==> src/rtl/mem_access_ctrl.sv <==
// MAR/MDR memory-interface unit: holds address and data registers between the bus and RAM,
// and sequences read/write cycles in fixed-latency or ack-with-timeout mode.
module mem_access_ctrl #(
    parameter int DATA_WIDTH = 32,
    parameter int ADDR_WIDTH = 9,
    parameter int ACK_MODE   = 0,
    parameter int MEM_LAT    = 1,
    parameter int TIMEOUT    = 16
) (
    input  logic                  clock,
    input  logic                  clear,
    input  logic [DATA_WIDTH-1:0] bus_in,
    input  logic                  mar_in,
    input  logic                  mdr_in,
    input  logic                  rd_req,
    input  logic                  wr_req,
    output logic [DATA_WIDTH-1:0] mdr_q,
    output logic                  busy,
    output logic                  done,
    output logic                  err,
    output logic [ADDR_WIDTH-1:0] mem_addr,
    output logic [DATA_WIDTH-1:0] mem_wdata,
    input  logic [DATA_WIDTH-1:0] mem_rdata,
    output logic                  mem_cs,
    output logic                  mem_we,
    input  logic                  mem_ack
);

    typedef enum logic [1:0] {
        S_IDLE   = 2'd0,
        S_ACCESS = 2'd1,
        S_DONE   = 2'd2,
        S_ERR    = 2'd3
    } state_t;

    localparam logic [7:0] LAT_LAST = 8'(MEM_LAT - 1);
    localparam logic [7:0] TO_LAST  = 8'(TIMEOUT - 1);

    state_t                  state_r;
    state_t                  next_state_s;
    logic                    op_wr_r;
    logic                    op_next_s;
    logic [7:0]              cnt_r;
    logic [7:0]              cnt_next_s;
    logic [ADDR_WIDTH-1:0]   mar_r;
    logic [DATA_WIDTH-1:0]   mdr_r;
    logic                    complete_s;
    logic                    timeout_s;
    logic                    mem_cs_r;
    logic                    mem_we_r;
    logic                    busy_r;
    logic                    done_r;
    logic                    err_r;

    // Access termination: fixed count in latency mode, ack or timeout in ack mode.
    always_comb begin
        complete_s = 1'b0;
        timeout_s  = 1'b0;
        if (ACK_MODE == 32'sd0) begin
            complete_s = (cnt_r == LAT_LAST);
            timeout_s  = 1'b0;
        end else begin
            complete_s = mem_ack;
            timeout_s  = (cnt_r == TO_LAST) && !mem_ack;
        end
    end

    // Next-state, latched operation and access-cycle counter.
    always_comb begin
        next_state_s = state_r;
        op_next_s    = op_wr_r;
        cnt_next_s   = cnt_r;
        case (state_r)
            S_IDLE: begin
                if (rd_req ^ wr_req) begin
                    next_state_s = S_ACCESS;
                    op_next_s    = wr_req;
                    cnt_next_s   = 8'd0;
                end else if (rd_req & wr_req) begin
                    next_state_s = S_ERR;
                end else begin
                    next_state_s = S_IDLE;
                end
            end
            S_ACCESS: begin
                if (complete_s) begin
                    next_state_s = S_DONE;
                end else if (timeout_s) begin
                    next_state_s = S_ERR;
                end else begin
                    next_state_s = S_ACCESS;
                    cnt_next_s   = (cnt_r == 8'hFF) ? cnt_r : cnt_r + 8'd1;
                end
            end
            S_DONE:  next_state_s = S_IDLE;
            S_ERR:   next_state_s = S_IDLE;
            default: next_state_s = S_IDLE;
        endcase
    end

    // Sequencer state register.
    always_ff @(posedge clock or posedge clear) begin
        if (clear) begin
            state_r <= S_IDLE;
            op_wr_r <= 1'b0;
            cnt_r   <= 8'd0;
        end else begin
            state_r <= next_state_s;
            op_wr_r <= op_next_s;
            cnt_r   <= cnt_next_s;
        end
    end

    // Outputs are registered from the next state so they line up with the state they decode.
    always_ff @(posedge clock or posedge clear) begin
        if (clear) begin
            mem_cs_r <= 1'b0;
            mem_we_r <= 1'b0;
            busy_r   <= 1'b0;
            done_r   <= 1'b0;
            err_r    <= 1'b0;
        end else begin
            mem_cs_r <= (next_state_s == S_ACCESS);
            mem_we_r <= (next_state_s == S_ACCESS) && op_next_s;
            busy_r   <= (next_state_s == S_ACCESS) || (next_state_s == S_DONE);
            done_r   <= (next_state_s == S_DONE) || (next_state_s == S_ERR);
            err_r    <= (next_state_s == S_ERR);
        end
    end

    // MAR/MDR: bus loads only in IDLE; read data captured on the completing edge.
    always_ff @(posedge clock or posedge clear) begin
        if (clear) begin
            mar_r <= {ADDR_WIDTH{1'b0}};
            mdr_r <= {DATA_WIDTH{1'b0}};
        end else if (state_r == S_IDLE) begin
            if (mar_in) begin
                mar_r <= bus_in[ADDR_WIDTH-1:0];
            end
            if (mdr_in) begin
                mdr_r <= bus_in;
            end
        end else if ((state_r == S_ACCESS) && complete_s && !op_wr_r) begin
            mdr_r <= mem_rdata;
        end
    end

    assign mdr_q     = mdr_r;
    assign mem_wdata = mdr_r;
    assign mem_addr  = mar_r;
    assign mem_cs    = mem_cs_r;
    assign mem_we    = mem_we_r;
    assign busy      = busy_r;
    assign done      = done_r;
    assign err       = err_r;

endmodule
==> config.mk <==
export PLATFORM = sky130hd
export DESIGN_NAME = mem_access_ctrl
export DESIGN_NICKNAME = d
export VERILOG_FILES = /design/src/rtl/mem_access_ctrl.sv
export SDC_FILE = /design/constraint.sdc
export NUM_CORES = 1
export LEC_CHECK = 0
export CORE_MARGIN = 2
export CORE_UTILIZATION = 36
export CTS_CLUSTER_SIZE = 12
export DETAILED_ROUTE_END_ITERATION = 16
export PLACE_DENSITY_LB_ADDON = 0.1
export SYNTH_ARGS = -nofsm -noshare
export SYNTH_HDL_FRONTEND = slang
export SYNTH_SLANG_ARGS = --single-unit
==> constraint.sdc <==
create_clock -name clock -period 1.71 [get_ports clock]
set_input_delay 0.342 -clock clock [delete_from_list [all_inputs] [get_ports clock]]
set_output_delay 0.342 -clock clock [all_outputs]
set_load 0.02 [all_outputs]
==> run_results.csv <==
group,metric,value,unit
run_status,run_status,"finished with violations",
run_status,violations,"setup timing",
placement,gp_congestion,0.775,
pwr,p_seq_frac,0.259,
flow_run,cap_violations,0,
critical_path,path_buf_inv,1,
clocking,cts_buffer_depth,2,
pwr,finalPower,9.12,mW
hold_path,min-delay-path-class,"input port to async pin",
route,vias,2331,
global_routing,grt_antenna_before_repair,0,
floorplan,io_pins,149,
logic_synthesis,synth-warning-count,0,
logic_synthesis,muxShareOfSynthArea,0.0434,
layout,areaGrowthSynthToFinish,67.0,%
sta,setup_viol,35,
critical_path,r2r-end,"mem_we",
route,viasPerCell,4.75,
sta,worstMarginPinSlew,0.347,ns
layout,design_area,4710,µm²
global_routing,grt_overflow,0,
critical_path,critPathMaxFanout,3,
global_routing,grt_pass1_vias,2341,
critical_path,critPathMaxStageDelay,0.41,ns
logic_synthesis,syn_avg_cell_area,12.0,µm²
sta,hold_slack,0.327,ns
sta,rsz0062_at_grt,"yes",
critical_path,worst_setup_path_end_kind,"register",
route,drc,0,
logic_synthesis,syn-cell-area,2820,µm²
logic_synthesis,synthCells,235,
route,drtPass1Iterations,3,
logic_synthesis,synthTopCellsByCount,"dfrtp_1, buf_4, o21a_1, o22a_1, mux2_2",
sta,finalCriticalPeriod,1.79,ns
logic_synthesis,ys_ff_latch,56,
floorplan,start_util,0.369,
critical_path,path_cells,"inv_2 -> ha_4 -> nor4b_4 -> and2_4 -> nand2_2 -> a21o_1 -> ha_4 -> and2_4",
sta,fin_worst_skew,0.00847,ns
logic_synthesis,synthAdderAreaFrac,0.0266,
critical_path,r2r_setup_slack,-0.08,ns
placement,placed_cells,472,
critical_path,crit_cells,8,
sta,finalHoldViolations,0,
pwr,vdd_ir_drop_max,0.917,mV
sta,slew_headroom,0.767,
pwr,p_leak,2.06,nW
clocking,cts_buffers,5,
critical_path,r2r-start,"cnt_r[1]",
floorplan,die_area,8570,µm²
sta,fmax,0.558,GHz
logic_synthesis,synthArstFlopShare,1.00,
pwr,power_switching,3.62,mW
critical_path,worst-setup-path-type,"register to register",
logic_synthesis,ys.flop_type,"dfrtp_1",
logic_synthesis,synth-simple-area-share,0.0762,
clocking,cts_tree,"built",
critical_path,critical_path.startpoint,"cnt_r[1]",
critical_path,critPathTopFamily,"simple AND/OR/NAND/NOR gates",
placement,numPortBuffers,147,
clocking,root_buffer,"clkbuf_8",
logic_synthesis,synth_top_area_share,0.496,
logic_synthesis,synth_top_family_by_area,"compound AO/OA/AOI/OAI gates",
logic_synthesis,yosysSeqAreaShare,0.496,
route,wl_per_cell,15.7,µm
global_routing,grt_use_total,0.180,
placement,dp_hpwl,5660,µm
pwr,cell_internal_pwr,5.50,mW
logic_synthesis,synth.most_common_cell,"dfrtp_1",
floorplan,coreArea,7650,µm²
critical_path,rr_worst_depth,8,
critical_path,required,1.92,ns
critical_path,startpoint_type,"register",
clocking,clk_latency,0.31,ns
pwr,switching_share,0.397,
global_routing,grt_pass1_wl,12100,µm
sta,drv_slew,0,
sta,postLayoutSetupSlackWorst,-0.0819,ns
logic_synthesis,synth_compound_gate_area_share,0.224,
logic_synthesis,syn_nets,312,
pwr,combPwrFrac,0.655,
placement,placed_cell_area,4380,µm²
layout,fin_cells,491,
floorplan,die_w,92.6,µm
layout,n_antenna_cell,0,
logic_synthesis,synth_xor_xnor_area_share,0.00931,
logic_synthesis,synth.distinct_cells,40,
route,finalWirelength,7730,µm
floorplan,fp-row-count,32,
sta,period_share,1.05,
critical_path,slowest_stage,"dfrtp_1",
pwr,pwr-share-clk,0.086,
critical_path,crit_arrival,2.00,ns
clocking,cts.htree.levels,2,
floorplan,die-height,92.6,µm
route,ant_nets,0,
pwr,powerDensity,1930,nW/µm²
route,drt_iter0_markers,54,
clocking,cts_num_sinks,56,
critical_path,endpoint,"mem_we",
logic_synthesis,synth_top_cells_by_area,"dfrtp_1, o22a_1, buf_4",
global_routing,grt_max_degree,36,
layout,nets,465,
logic_synthesis,synth-edff-count,0,
logic_synthesis,netlist.top_cell.by_area,"dfrtp_1",
clocking,clkSlewWorstSetupHoldPaths,0.10,ns
layout,drive_above_1_share,0.216,
-- final cells by class --
cell class / count / area (µm²)
Multi-Input combinational cell: 130 / 1140
Fill cell: 644 / 2930
Timing Repair Buffer: 188 / 1910
Sequential cell: 56 / 1400
Tap cell: 102 / 128
Clock buffer: 6 / 82.6
Clock inverter: 2 / 13.8
Inverter: 7 / 30.0
-- power groups by stage --
stage / sequential (mW) / combinational (mW) / clock (mW)
CTS: 2.38 / 5.95 / 0.813
floorplan: 3.02 / 2.74 / 0
global placement: 2.38 / 5.59 / 0
global route: 2.46 / 6.38 / 0.870
detailed placement: 2.40 / 5.65 / 0
finish: 2.36 / 5.97 / 0.782
-- sequential cells by signal, summed over array words and instances, names as in the netlist --
signal / count
op_wr_r: 1
err: 1
mdr_q: 32
done: 1
mem_we: 1
state_r: 1
mem_cs: 1
mem_addr: 9
busy: 1
cnt_r: 8
-- kinds of logic (layout without fill, tap and decap cells) --
family | after synthesis | count (layout)
simple gates | 32 | 32
fa+ha+maj | 6 | 6
mux | 11 | 11
xor+xnor | 3 | 3
compound gates | 78 | 78
buf+inv | 49 | 203
flops | 56 | 56
-- layout by cell type, fill, tap and decap left out, drive strengths merged, types with 6 or more instances in the layout --
cell / instances
dfrtp: 56
clkdlybuf4s50: 124
nand2: 6
inv: 7
clkbuf: 6
buf: 41
o22a: 34
ha: 6
mux2: 10
dlymetal6s2s: 22
o21a: 32
-- repair_timing --
action,CTS,global route
hold buffers,0,0
gates resized for setup,17,31
pin swaps,4,9
setup buffers,10,2
endpoints found under the setup margin,42,68
-- per-layer routing --
layer | vias up | global-route usage | wire [µm]
met4 | 0 | 0.0473 | 76
met5 | - | 0 | 0
li1 | 1124 | - | -
met3 | 7 | 0.0448 | 545
met2 | 90 | 0.304 | 3760
met1 | 1110 | 0.232 | 3350
-- how the worst min path moves through the flow --
stage / startpoint / to / slack [ns] / depth (start not counted)
global route: clear / mdr_q[13] / 0.34 / 2
finish: clear / mdr_q[15] / 0.33 / 2
detailed placement: mem_addr[0] / mem_addr[0] / 0.50 / 1
floorplan: clear / busy / 0.42 / 1
global placement: mem_addr[0] / mem_addr[0] / 0.49 / 1
CTS: clear / mdr_q[13] / 0.33 / 2
-- stage by stage --
stage,setup TNS [ns],setup slack [ns],util
2_1_floorplan,-0.0180,-0.0180,-
3_3_place_gp,-2.66,-0.187,0.572
3_5_place_dp,-4.80,-0.231,0.572
4_1_cts,-1.44,-0.0692,0.603
5_1_grt,-5.63,-0.171,0.616
6_report,-0.807,-0.0819,0.616
(Power assumes the default switching activity.)
